<file path="config.mk">
export PLATFORM = sky130hd
export DESIGN_NAME = output_transfer_fsm_flat
export DESIGN_NICKNAME = d
export VERILOG_FILES = /design/src/rtl/output_transfer_if.sv /design/src/rtl/output_transfer_fsm.sv /design/src/flat_wrapper.sv
export SDC_FILE = /design/constraint.sdc
export NUM_CORES = 1
export LEC_CHECK = 0
export BUFFER_PORTS_ARGS = -buffer_cell sky130_fd_sc_hd__buf_2
export CAP_MARGIN = 20
export CELL_PAD_IN_SITES_DETAIL_PLACEMENT = 0
export CELL_PAD_IN_SITES_GLOBAL_PLACEMENT = 1
export CORE_MARGIN = 2
export CORE_UTILIZATION = 51
export DETAILED_ROUTE_END_ITERATION = 6
export HOLD_SLACK_MARGIN = 0.12
export PLACE_DENSITY_LB_ADDON = 0.3
export SLEW_MARGIN = 20
export SYNTH_ARGS = -nofsm -noshare
export SYNTH_HDL_FRONTEND = slang
export SYNTH_SLANG_ARGS = --single-unit
</file>
<file path="constraint.sdc">
create_clock -name clk_i -period 6.9 [get_ports clk_i]
set_clock_uncertainty 0.2 [all_clocks]
set_input_delay 0.69 -clock clk_i [delete_from_list [all_inputs] [get_ports clk_i]]
set_output_delay 0.69 -clock clk_i [all_outputs]
set_load 0.05 [all_outputs]
</file>
<file path="src/rtl/output_transfer_if.sv">
// Output-transfer bus: the flush request/ack pair, the output-buffer read
// port and the result stream, grouped as one bundle.
// Optional macro XNOR_OUT_LAST_EN adds out_last_o (last-beat marker).
// The master modport is the transfer engine, which drives the read port
// and the stream. The slave modport is its surroundings: the flush FSM,
// the buffer and the stream sink.
interface output_transfer_if #(
    parameter int TPO       = 8,
    parameter int DataWidth = 32
);
    localparam int AddrWidth = (TPO > 1) ? $clog2(TPO) : 1;

    logic                 transfer_req_i;
    logic                 transfer_ack_o;
    logic                 rd_en_o;
    logic [AddrWidth-1:0] rd_addr_o;
    logic [DataWidth-1:0] rd_data_i;
    logic                 out_valid_o;
    logic                 out_ready_i;
    logic [DataWidth-1:0] out_data_o;
    logic                 busy_o;
`ifdef XNOR_OUT_LAST_EN
    logic                 out_last_o;
`endif

    modport master (
        input  transfer_req_i,
        input  rd_data_i,
        input  out_ready_i,
        output transfer_ack_o,
        output rd_en_o,
        output rd_addr_o,
        output out_valid_o,
        output out_data_o,
        output busy_o
`ifdef XNOR_OUT_LAST_EN
        , output out_last_o
`endif
    );

    modport slave (
        output transfer_req_i,
        output rd_data_i,
        output out_ready_i,
        input  transfer_ack_o,
        input  rd_en_o,
        input  rd_addr_o,
        input  out_valid_o,
        input  out_data_o,
        input  busy_o
`ifdef XNOR_OUT_LAST_EN
        , input out_last_o
`endif
    );
endinterface

</file>
<file path="src/rtl/output_transfer_fsm.sv">
// Output-transfer responder. On a request from the flush FSM it reads TPO
// output-buffer entries in address order, streams them on a valid/ready
// port through a 2-entry FIFO, pulses transfer_ack_o after the last beat
// is accepted, and then waits for the request to drop before re-arming.
// Optional macro XNOR_OUT_LAST_EN drives out_last_o on the final beat.
module output_transfer_fsm #(
    parameter int TPO       = 8,
    parameter int DataWidth = 32
) (
    input  logic                 clk_i,
    input  logic                 rst_ni,
    output_transfer_if.master    bus
);
    localparam int          AddrWidth = (TPO > 1) ? $clog2(TPO) : 1;
    localparam logic [31:0] TpoCnt    = 32'(TPO);
    localparam logic [31:0] LastBeat  = 32'(TPO - 1);

    typedef enum logic [2:0] {
        StIdle,
        StRead,
        StDrain,
        StAck,
        StRelease
    } state_t;

    state_t               state;
    state_t               state_next;

    logic [31:0]          rd_cnt;      // reads issued in this transfer
    logic [31:0]          beat_cnt;    // beats accepted in this transfer
    logic                 inflight;    // read issued last cycle, data on rd_data_i now

    logic [DataWidth-1:0] fifo_mem [2];
    logic                 fifo_wr_ptr;
    logic                 fifo_rd_ptr;
    logic [1:0]           fifo_count;

    logic                 out_valid;
    logic                 push;
    logic                 pop;
    logic [2:0]           occupancy;   // slots still held after this cycle's pop
    logic                 start;
    logic                 rd_en;
    logic                 ack;
    logic                 busy;

    assign out_valid = (fifo_count != 2'd0);
    assign pop       = out_valid && bus.out_ready_i;
    assign push      = inflight;
    assign occupancy = {1'b0, fifo_count} + {2'b00, inflight} - {2'b00, pop};

    // State register.
    // NOTE: all clocked state uses non-blocking assignments so every flop
    // samples the pre-edge values, regardless of block ordering.
    always_ff @(posedge clk_i or negedge rst_ni) begin
        if (!rst_ni) begin
            state <= StIdle;
        end else begin
            state <= state_next;
        end
    end

    // Next-state decode plus the strobes derived from the current state.
    // NOTE: every output of this block gets a default first, so no path
    // through the case statement can leave a value held (no latches).
    always_comb begin
        state_next = state;
        start      = 1'b0;
        rd_en      = 1'b0;
        ack        = 1'b0;
        busy       = 1'b1;
        unique case (state)
            StIdle: begin
                busy = 1'b0;
                if (bus.transfer_req_i) begin
                    start      = 1'b1;
                    state_next = StRead;
                end
            end
            StRead: begin
                // Issue only while the FIFO plus the in-flight read leave a
                // free slot for the data coming back next cycle.
                if (rd_cnt < TpoCnt) begin
                    rd_en = (occupancy <= 3'd1);
                end else begin
                    state_next = StDrain;
                end
            end
            StDrain: begin
                if (pop && (beat_cnt == LastBeat)) begin
                    state_next = StAck;
                end
            end
            StAck: begin
                ack        = 1'b1;
                state_next = StRelease;
            end
            StRelease: begin
                // A request still high here belongs to the finished transfer.
                if (!bus.transfer_req_i) begin
                    state_next = StIdle;
                end
            end
            default: begin
                state_next = StIdle;
            end
        endcase
    end

    // Read and beat counters plus the in-flight marker for the read port.
    always_ff @(posedge clk_i or negedge rst_ni) begin
        if (!rst_ni) begin
            rd_cnt   <= '0;
            beat_cnt <= '0;
            inflight <= 1'b0;
        end else begin
            inflight <= rd_en;
            if (start) begin
                rd_cnt   <= '0;
                beat_cnt <= '0;
            end else begin
                if (rd_en) begin
                    rd_cnt <= rd_cnt + 32'd1;
                end
                if (pop) begin
                    beat_cnt <= beat_cnt + 32'd1;
                end
            end
        end
    end

    // Two-entry output FIFO; read data lands here one cycle after its strobe.
    // A push and a pop in the same cycle are allowed even when full: the
    // write targets the slot being vacated by the pop.
    // NOTE: the two storage words are reset as well, so out_data_o reads 0
    // out of reset rather than whatever the flops powered up with.
    always_ff @(posedge clk_i or negedge rst_ni) begin
        if (!rst_ni) begin
            fifo_mem[0] <= '0;
            fifo_mem[1] <= '0;
            fifo_wr_ptr <= 1'b0;
            fifo_rd_ptr <= 1'b0;
            fifo_count  <= 2'd0;
        end else begin
            if (push) begin
                fifo_mem[fifo_wr_ptr] <= bus.rd_data_i;
                fifo_wr_ptr           <= ~fifo_wr_ptr;
            end
            if (pop) begin
                fifo_rd_ptr <= ~fifo_rd_ptr;
            end
            fifo_count <= fifo_count + {1'b0, push} - {1'b0, pop};
        end
    end

    assign bus.transfer_ack_o = ack;
    assign bus.busy_o         = busy;
    assign bus.rd_en_o        = rd_en;
    assign bus.rd_addr_o      = rd_cnt[AddrWidth-1:0];
    assign bus.out_valid_o    = out_valid;
    assign bus.out_data_o     = fifo_mem[fifo_rd_ptr];

`ifdef XNOR_OUT_LAST_EN
    // Beats leave in order, so the head is beat number beat_cnt.
    assign bus.out_last_o = out_valid && (beat_cnt == LastBeat);
`endif

endmodule

</file>
<file path="src/flat_wrapper.sv">
// flat-port wrapper written by rule: the top's interface ports become plain ports
module output_transfer_fsm_flat 
#(
    parameter int TPO       = 8,
    parameter int DataWidth = 32
)
  (clk_i, rst_ni, bus_transfer_req_i, bus_rd_data_i, bus_out_ready_i, bus_transfer_ack_o, bus_rd_en_o, bus_rd_addr_o, bus_out_valid_o, bus_out_data_o, bus_busy_o);
  output_transfer_if #(.TPO(TPO), .DataWidth(DataWidth)) bus_i ();
  input  logic clk_i;
  input  logic rst_ni;
  input wire logic [$bits(bus_i.transfer_req_i)-1:0] bus_transfer_req_i;
  input wire logic [$bits(bus_i.rd_data_i)-1:0] bus_rd_data_i;
  input wire logic [$bits(bus_i.out_ready_i)-1:0] bus_out_ready_i;
  output wire logic [$bits(bus_i.transfer_ack_o)-1:0] bus_transfer_ack_o;
  output wire logic [$bits(bus_i.rd_en_o)-1:0] bus_rd_en_o;
  output wire logic [$bits(bus_i.rd_addr_o)-1:0] bus_rd_addr_o;
  output wire logic [$bits(bus_i.out_valid_o)-1:0] bus_out_valid_o;
  output wire logic [$bits(bus_i.out_data_o)-1:0] bus_out_data_o;
  output wire logic [$bits(bus_i.busy_o)-1:0] bus_busy_o;
  assign bus_i.transfer_req_i = bus_transfer_req_i;
  assign bus_i.rd_data_i = bus_rd_data_i;
  assign bus_i.out_ready_i = bus_out_ready_i;
  assign bus_transfer_ack_o = bus_i.transfer_ack_o;
  assign bus_rd_en_o = bus_i.rd_en_o;
  assign bus_rd_addr_o = bus_i.rd_addr_o;
  assign bus_out_valid_o = bus_i.out_valid_o;
  assign bus_out_data_o = bus_i.out_data_o;
  assign bus_busy_o = bus_i.busy_o;
  output_transfer_fsm #(.TPO(TPO), .DataWidth(DataWidth)) u_core (.clk_i(clk_i), .rst_ni(rst_ni), .bus(bus_i));
endmodule
</file>
==> results of run 1 <==
==> cells in the final DEF, fill, tap and decap left out, types with 8 or more instances in the layout <==
cell type,netlist,final
or4_1,8,8
clkbuf_16,0,17
a21oi_1,14,14
mux2_2,96,96
nand3_1,13,13
nand4_1,11,11
buf_2,3,73
mux2i_1,13,13
nor2_1,12,11
dfrtp_1,136,136
inv_1,8,8
nand2_1,27,27
o21ai_0,8,8
and2_1,30,30
o31ai_1,8,8
nor4_1,24,24
nand2b_1,12,12
==> worst register-to-register path: stages (launching register included) <==
cell,delay [ns]
dfrtp_1,0.44
o21a_1,0.29
ha_1,0.30
inv_1,0.04
ha_1,0.18
fa_1,0.52
nor4_4,0.47
mux2i_1,0.24
==> registers in the layout (all words and copies together) (netlist names) <==
name                count
u_core.fifo_rd_ptr      1
u_core.fifo_mem        64
u_core.beat_cnt        32
u_core.fifo_wr_ptr      1
u_core.inflight         1
u_core.fifo_count       2
u_core.rd_cnt          32
u_core.state            3
==> stage by stage <==
stage	hold WS, ns	worst slack [ns]
2_1_floorplan	0.1944	3.283
3_3_place_gp	0.2616	3.197
3_5_place_dp	0.2685	3.163
4_1_cts	0.2096	2.966
5_1_grt	0.2352	2.868
6_report	0.1687	2.986
==> worst paths after layout <==
path                                       from            endpoint  slack [ns]  cells past startpoint
setup / recovery           u_core.fifo_count[1]         bus_rd_en_o        2.99                      7
setup reg to reg           u_core.fifo_count[1]    u_core.rd_cnt[1]        4.13                      7
min in group clk_i           u_core.fifo_rd_ptr  u_core.fifo_rd_ptr        0.27                      1
max in group asynchronous                rst_ni   u_core.rd_cnt[10]        4.94                      2
hold reg to reg              u_core.fifo_rd_ptr  u_core.fifo_rd_ptr        0.27                      1
hold / removal                           rst_ni  u_core.fifo_mem[3]        0.17                      1
==> metal layers <==
layer | vias to the layer above | global-route usage | part of all wire
met1 | 1995 | 0.2593 | 0.47
met2 | 87 | 0.2990 | 0.46
met5 | - | 0 | 0
li1 | 1933 | - | -
met3 | 18 | 0.07386 | 0.052
met4 | 0 | 0.08455 | 0.018
==> logic make-up (layout without fill, tap and decap cells) <==
logic type	count (synthesis)	in the layout	share of synthesized area
AND/OR/NAND/NOR	165	165	0.1612
flip-flops	136	136	0.5528
multiplexers	109	109	0.1967
AO/OA/AOI/OAI	36	36	0.03598
buffers and inverters	35	120	0.02622
XOR/XNOR	11	11	0.01565
adder cells (fa/ha/maj)	5	5	0.01138
==> power groups by stage <==
stage          combinational (uW)  sequential [uW]  clock [uW]
2_1_floorplan                1260             1130           0
3_3_place_gp                 1500             1160           0
3_5_place_dp                 1530             1180           0
4_1_cts                      1530             1170         955
5_1_grt                      1620             1200         998
6_report                     1520             1170         937
==> cell type report <==
class | instances | area (um2) | share of cell area
Sequential cell | 136 | 3403 | 0.4686
Multi-Input combinational cell | 326 | 2600 | 0.3580
Clock buffer | 24 | 521.8 | 0.07185
Timing Repair Buffer | 80 | 417.9 | 0.05755
Tap cell | 147 | 183.9 | 0.02533
Clock inverter | 8 | 105.1 | 0.01447
Inverter | 8 | 30.03 | 0.004135
==> qor.txt, run 1 <==
Critical Path Most Common Cell = ha_1
FMAX = 0.2555 GHz
clk root buf = clkbuf_16
die height = 113.9 um
Design Area, Final = 7262 um2
Power Total = 3622 uW
Flop pwr share = 0.323
Comb pwr share = 0.419
post-cts sizing count = 0
leak pwr = 0.003299 uW
Worst-Margin Slew = 0.8649 ns
WP data required = 6.01 ns
Cells after DPL = 697
core box area = 11,910 um2
critical path's top delay family = adder cells
final period utilization = 0.5673
Crit-path slowest cell = fa_1
Ports = 75
Pwr Density = 498.7 nW/um2
CTS tree = yes
RSZ-0062 raised after global routing = false
Nets = 610
Setup TNS = 0 ns
EDFF count, synth = 0
run status = complete, no violations
post-layout util = 0.6097
clock share of power = 0.259
Post-DRT Antenna Nets = 0
critical-path cell list = o21a_1 -> ha_1 -> inv_1 -> ha_1 -> fa_1 -> nor4_4 -> buf_2
Area Growth Syn to Fin = 17.97%
layout cells sized above 1 = 0.3797
Ys Warns = 0
net switching power = 1448 uW
CTS Buf Count = 17
Tot GR Track Use = 0.1983
Setup crit start kind = flop
initial core utilization = 0.5168
mapped cell area = 6156 um2
syn_area_per_cell = 12.39 um2
antenna violations before repair = 0
via count = 4,033
worst-path maximum fanout = 6
CTS HTree Levels = 4
Filler cells = 964
Internal Power = 2173 uW
DRC Markers = 0
worst skew pair latency = 0.42 ns
area leader, netlist = dfrtp_1
Seq/Total Area, Yosys = 0.5528
final std cells w/o fill = 729
Critical Path Max Stage Delay = 0.52 ns
post-DR vias/cell = 5.532
final setup fails = 0
Crit Path Class = reg -> out
vias in the first global route = 4,118
cts hold-fix bufs = 0
ys flop type = dfrtp_1
Die Width = 113.9 um
Mapped Cells = 497
Worst slew margin = 0.4234
grt total ovfl = 0
maximum capacitance violations = 0
Seq cells post-synth = 136
worst hold path type = in -> async
Final Hold Vio Count = 0
Buf/Inv on CP = 2
antenna cells = 0
Yosys top cell area share = 0.5528
final wirelength = 11,840 um
syn_nets = 538
asr flop ratio synth = 1.000
top cells by instance count after synthesis = 136 x dfrtp_1, 96 x mux2_2, 30 x and2_1, 27 x nand2_1, 24 x nor4_1
synth unique cells = 47
Critical Path Sink Type = output pin
clock buffer depth = 2
drt pass-1 iters = 6
DP Area = 6635 um2
minimum clock period = 3.914 ns
VDD IR-drop max = 0.0002160 V
Die ar. = 12,970 um2
Post-CTS Setup Bufs = 0
Worst Path Arrival = 3.02 ns
largest net degree at the start of global routing = 70
most common cell in the netlist = dfrtp_1
fin. max-slew vios = 0
routability cong. = 0.7494
# rows = 40
Sink Count = 136
first-pass GRT wire length = 20,020 um
CTS clk-pin slew, worst paths = 0.06 ns
Net Sw Frac = 0.3999
Final HPWL DP = 7709 um
drt wl/cell = 16.24 um
Synth area leaders = dfrtp_1 55%, mux2_2 18%, and2_1 3.0%, nor4_1 2.4%, mux2i_1 2.1%
port bufs = 74
DRT iter0 DRCs = 224
Power figures use the tool's default switching activity.
==> run 2, diff against run 1 <==
--- a/config.mk
+++ b/config.mk
@@ -10,7 +10,7 @@
 export CELL_PAD_IN_SITES_DETAIL_PLACEMENT = 0
 export CELL_PAD_IN_SITES_GLOBAL_PLACEMENT = 1
 export CORE_MARGIN = 2
-export CORE_UTILIZATION = 51
+export CORE_UTILIZATION = 42
 export DETAILED_ROUTE_END_ITERATION = 6
 export HOLD_SLACK_MARGIN = 0.12
 export PLACE_DENSITY_LB_ADDON = 0.3
==> constraint.sdc (replaced) <==
create_clock -name clk_i -period 3.5 [get_ports clk_i]
set_clock_uncertainty 0.2 [all_clocks]
set_input_delay 0.35 -clock clk_i [delete_from_list [all_inputs] [get_ports clk_i]]
set_output_delay 0.35 -clock clk_i [all_outputs]
set_load 0.05 [all_outputs]
==> run 2 against run 1 <==
Sequential share of layout area fell by 2.3 points; critical path depth increased by 1; routed wire length increased by 3.7%; largest power group unchanged; setup slack worse by 2.9 ns; register-to-register slack got worse by 3.4 ns; total power grew 95%; hold slack better by 0.010 ns.
==> qor.txt, run 2 (synthesis gave the netlist of run 1 again) <==
final period utilization = 0.9629
WP data required = 2.95 ns
maximum capacitance violations = 0
run status = complete, no violations
post-DR vias/cell = 5.188
VDD IR-drop max = 0.0004629 V
number of flip-flops in the largest register = 64
core box area = 14,420 um2
Critical Path Most Common Cell = ha_1
worst hold path type = in -> reg
Setup TNS = 0 ns
clock buffer depth = 2
critical-path cell list = o21a_2 -> ha_1 -> inv_1 -> ha_1 -> fa_1 -> xnor2_1 -> nor4_4 -> buf_6
CTS tree = yes
Crit Path Class = reg -> out
port bufs = 74
Cells after DPL = 735
leak pwr = 0.003428 uW
die height = 125.1 um
Critical Path Max Stage Delay = 0.44 ns
Internal Power = 4209 uW
drt wl/cell = 15.29 um
net switching power = 2848 uW
most common cell after layout, fill and taps aside = dfrtp_1
Comb pwr share = 0.433
layout cells sized above 1 = 0.3651
CTS HTree Levels = 4
Final HPWL DP = 8048 um
vias in the first global route = 4,367
CTS Buf Count = 17
final wirelength = 12,280 um
drt pass-1 iters = 4
first-pass GRT wire length = 21,060 um
fin. max-slew vios = 0
Regs by FF count = u_core.fifo_mem: 64 flops, u_core.beat_cnt: 32 flops, u_core.rd_cnt: 32 flops
DRT iter0 DRCs = 186
minimum clock period = 3.370 ns
largest net degree at the start of global routing = 59
Post-DRT Antenna Nets = 0
final setup fails = 0
routability cong. = 0.7995
worst-path maximum fanout = 6
Crit-path slowest cell = dfrtp_2
Filler cells = 1,266
via count = 4,166
FMAX = 0.2967 GHz
antenna violations before repair = 0
most frequent cells in the layout = 135 x dfrtp_1, 96 x mux2_2, 72 x buf_2
Top reg by flops = u_core.fifo_mem
initial core utilization = 0.4268
Sink Count = 136
final std cells w/o fill = 803
worst skew pair latency = 0.41 ns
Critical Path Sink Type = output pin
clock share of power = 0.241
Ports = 75
Nets = 647
Pwr Density = 924.2 nW/um2
post-layout util = 0.5294
Worst slew margin = 0.5057
RSZ-0062 raised after global routing = false
grt total ovfl = 0
Die Width = 125.1 um
Final Hold Vio Count = 0
clk root buf = clkbuf_16
Die ar. = 15,640 um2
Tot GR Track Use = 0.1658
# rows = 44
Area Growth Syn to Fin = 24.04%
Setup crit start kind = flop
Flop pwr share = 0.326
Worst-Margin Slew = 0.7415 ns
CTS clk-pin slew, worst paths = 0.05 ns
DRC Markers = 0
Net Sw Frac = 0.4036
antenna cells = 0
Worst Path Arrival = 2.82 ns
==> run 2: cell count changes in the layout (fill, tap and decap cells not counted), moves of 3 or more <==
cell,change
clkinvlp_4,+3
clkbuf_8,-6
inv_6,-3
dlygate4sd3_1,+33
buf_4,+3
clkinv_2,+4
==> run 2: cell type report <==
cell class | instances | area (um2) | area share
Sequential cell | 136 | 3405 | 0.4458
Inverter | 8 | 30.03 | 0.003932
Clock buffer | 19 | 442.9 | 0.05800
Tap cell | 184 | 230.2 | 0.03015
Multi-Input combinational cell | 326 | 2601 | 0.3407
Timing Repair Buffer | 117 | 797.0 | 0.1044
Clock inverter | 13 | 130.1 | 0.01704
==> run 2: per-stage QoR <==
step	cell area, um2	power (uW)	worst slack, ns	hold slack (ns)
3_5_place_dp	6701	5341	0.4009	0.2589
3_3_place_gp	6701	5264	0.4413	0.2527
2_1_floorplan	6156	4714	0.4020	-0.1456
6_report	7636	7057	0.1298	0.1790
5_1_grt	7636	7453	0.001096	0.1938
4_1_cts	7607	7113	0.001266	0.2123
==> run 2: path summary, 6_finish.rpt <==
kind	startpoint	end	slack, ns	cells past startpoint
max in group asynchronous	rst_ni	u_core.rd_cnt[18]	1.87	3
setup reg to reg	u_core.fifo_count[1]	u_core.rd_cnt[0]	0.68	9
min in group asynchronous	rst_ni	u_core.fifo_mem[3]	0.34	2
hold reg to reg	u_core.fifo_rd_ptr	u_core.fifo_rd_ptr	0.27	1
hold / removal	bus_out_ready_i	u_core.fifo_rd_ptr	0.18	3
setup / recovery	u_core.fifo_count[1]	bus_rd_en_o	0.13	8
==> run 2: power groups by stage <==
stage | clock network (uW) | logic, uW | registers [uW]
after floorplan | 0 | 2480 | 2240
after global placement | 0 | 2980 | 2280
after detailed placement | 0 | 3020 | 2330
after CTS | 1750 | 3060 | 2300
after global routing | 1820 | 3260 | 2370
final | 1700 | 3050 | 2300
==> run 2: routing by layer <==
| layer | vias to the layer above | routed length (um) | GRT usage | part of all wire |
|---|---|---|---|---|
| met4 | 0 | 154 | 0.05098 | 0.013 |
| met2 | 72 | 5893 | 0.2724 | 0.48 |
| met3 | 14 | 407 | 0.03894 | 0.033 |
| met5 | - | 0 | 0 | 0 |
| met1 | 2061 | 5821 | 0.2197 | 0.47 |
| li1 | 2019 | - | - | - |
==> run 2: what timing repair did <==
action	CTS	global route
cloned	0	0
hold buffers	33	0
resized for setup	1	3
endpoints found under the setup margin	1	1
setup buffers	0	3
hold endpoints to repair	120	0
pin swaps	0	1
==> run 2: critical path, delay by kind of cell (launching register included) <==
family | cells | cell delay, ns
adders and majority gates | 3 | 0.84
DFF | 1 | 0.44
and+or+nand+nor | 1 | 0.43
AOI/OAI and AO/OA | 1 | 0.27
buffers and inverters | 2 | 0.26
xor gates and xnor gates | 1 | 0.19
==> run 3, diff against run 2 <==
--- a/config.mk
+++ b/config.mk
@@ -11,6 +11,7 @@
 export CELL_PAD_IN_SITES_GLOBAL_PLACEMENT = 1
 export CORE_MARGIN = 2
 export CORE_UTILIZATION = 42
+export CTS_CLUSTER_DIAMETER = 80
 export DETAILED_ROUTE_END_ITERATION = 6
 export HOLD_SLACK_MARGIN = 0.12
 export PLACE_DENSITY_LB_ADDON = 0.3
==> constraint.sdc (replaced) <==
create_clock -name clk_i -period 3.5 [get_ports clk_i]
set_clock_uncertainty 0.2 [all_clocks]
set_input_delay 0.175 -clock clk_i [delete_from_list [all_inputs] [get_ports clk_i]]
set_output_delay 0.175 -clock clk_i [all_outputs]
set_load 0.05 [all_outputs]
==> run 3 against run 2 <==
Clock power increased by 15%; via count rose by 0.14%; hold slack better by 0.023 ns; first-iteration DRC count is 5.9% lower; sequential share of layout area down 0.47 points; total power increased by 3.5%; critical path depth unchanged; critical endpoint unchanged; fmax rose by 1.7%; critical path type unchanged; setup slack better by 0.057 ns; combinational power hardly changed; non-clock buffer count is 1 higher.
==> qor.txt, run 3 (synthesis gave the netlist of run 1 again) <==
drt pass-1 iters = 4
Ports = 75
port bufs = 74
Filler cells = 1,255
CTS clk-pin slew, worst paths = 0.06 ns
# rows = 44
number of flip-flops in the largest register = 64
CTS tree = yes
FMAX = 0.3018 GHz
drt wl/cell = 15.82 um
clock share of power = 0.267
Crit Path Class = reg -> out
most common cell after layout, fill and taps aside = dfrtp_1
Final Hold Vio Count = 0
CTS Buf Count = 17
Worst Path Arrival = 2.94 ns
final std cells w/o fill = 803
post-DR vias/cell = 5.196
final setup fails = 0
RSZ-0062 raised after global routing = false
Worst slew margin = 0.4338
Setup crit start kind = flop
Die Width = 125.1 um
DP Area = 6694 um2
Worst-Margin Slew = 0.8493 ns
worst skew pair latency = 0.41 ns
Design Area, Final = 7715 um2
vias in the first global route = 4,433
Pwr Density = 946.7 nW/um2
Flop pwr share = 0.315
Final HPWL DP = 8031 um
net switching power = 2846 uW
Critical Path Sink Type = output pin
DRT iter0 DRCs = 175
maximum capacitance violations = 0
Sink Count = 136
DRC Markers = 0
worst hold path type = in -> async
worst-path maximum fanout = 6
Final WS setup = 0.1870 ns
Internal Power = 4458 uW
routability cong. = 0.7868
clk root buf = clkbuf_16
DP Worst Slack = 0.5814 ns
Top reg by flops = u_core.fifo_mem
final wirelength = 12,700 um
WP data required = 3.12 ns
Die ar. = 15,640 um2
run status = complete, no violations
CTS HTree Levels = 4
die height = 125.1 um
grt total ovfl = 0
largest net degree at the start of global routing = 73
Setup TNS = 0 ns
first-pass GRT wire length = 21,750 um
initial core utilization = 0.4268
core box area = 14,420 um2
final period utilization = 0.9466
Regs by FF count = u_core.fifo_mem: 64 flops, u_core.beat_cnt: 32 flops, u_core.rd_cnt: 32 flops
Nets = 648
Area Growth Syn to Fin = 25.33%
antenna violations before repair = 0
VDD IR-drop max = 0.0006066 V
clock buffer depth = 2
minimum clock period = 3.313 ns
leak pwr = 0.003465 uW
post-layout util = 0.5349
antenna cells = 0
Post-DRT Antenna Nets = 0
layout cells sized above 1 = 0.3554
Cells after DPL = 734
via count = 4,172
Net Sw Frac = 0.3896
Tot GR Track Use = 0.1709
fin. max-slew vios = 0
most frequent cells in the layout = 136 x dfrtp_1, 96 x mux2_2, 72 x buf_2
Comb pwr share = 0.418
==> run 3: cell types whose count changed in the layout (fill, tap and decap cells not counted) <==
| cell | previous run | this run |
|---|---|---|
| dfrtp_1 | 135 | 136 |
| dfrtp_2 | 1 | 0 |
| buf_4 | 10 | 9 |
| o21a_2 | 1 | 0 |
| bufinv_16 | 2 | 5 |
| clkinv_4 | 2 | 0 |
| clkinv_2 | 6 | 2 |
| clkbuf_8 | 1 | 3 |
| dlygate4sd3_1 | 33 | 35 |
| buf_6 | 1 | 0 |
| clkbuf_4 | 0 | 1 |
| clkinvlp_4 | 3 | 1 |
| o21a_1 | 0 | 1 |
| clkbuf_1 | 1 | 3 |
==> run 3: final cells by class <==
class	instances	area, um2	share of cell area
Sequential cell	136	3403	0.4411
Multi-Input combinational cell	326	2600	0.3370
Timing Repair Buffer	118	805.8	0.1044
Clock buffer	23	478.0	0.06195
Tap cell	184	230.2	0.02984
Clock inverter	8	167.7	0.02173
Inverter	8	30.03	0.003892
==> run 3: power groups by stage <==
stage / Sequential, uW / Combinational [uW] / Clock [uW]
after global placement: 2280 / 2980 / 0
after detailed placement: 2330 / 3020 / 0
after global routing: 2370 / 3250 / 2060
after floorplan: 2240 / 2480 / 0
after CTS: 2300 / 3060 / 1990
final: 2300 / 3050 / 1950
==> run 3: what timing repair did <==
| item | 4_1_cts | 5_1_grt |
|---|---|---|
| hold buffers | 35 | 0 |
| gates resized for setup | 0 | 1 |
| setup endpoints to repair | 0 | 1 |
| buffers inserted | 0 | 3 |
| hold endpoints to repair | 134 | 0 |
==> run 3: worst max-delay path, cell delays in order (launching register included) <==
cell and delay (ns):
dfrtp_1 0.43, o21a_1 0.28, ha_1 0.30, inv_1 0.04, ha_1 0.18, fa_1 0.37, xnor2_1 0.19, nor4_4 0.41
clkbuf_4 0.31
==> run 3: per-layer routing <==
layer	up-vias	wire length, um	track usage
li1	2003	-	-
met1	2069	5872	0.2229
met2	87	6144	0.2794
met3	13	537	0.04921
met4	0	146	0.04967
met5	-	0	0
==> run 3: path summary, 6_finish.rpt <==
path | startpoint | depth (start not counted) | end | slack, ns
setup / recovery | u_core.fifo_count[1] | 8 | bus_rd_en_o | 0.19
hold / removal | rst_ni | 2 | u_core.fifo_mem[3] | 0.20
setup reg to reg | u_core.fifo_count[1] | 9 | u_core.rd_cnt[0] | 0.66
hold reg to reg | u_core.fifo_rd_ptr | 1 | u_core.fifo_rd_ptr | 0.27
max in group asynchronous | rst_ni | 3 | u_core.rd_cnt[2] | 2.02
min in group clk_i | u_core.fifo_rd_ptr | 1 | u_core.fifo_rd_ptr | 0.27
==> run 3: stage by stage <==
step                total power [uW]  hold WS (ns)
floorplan                       4714       -0.3206
global placement                5259        0.1258
detailed placement              5343        0.1379
CTS                             7350        0.2390
global route                    7675        0.2619
finish                          7304        0.2019
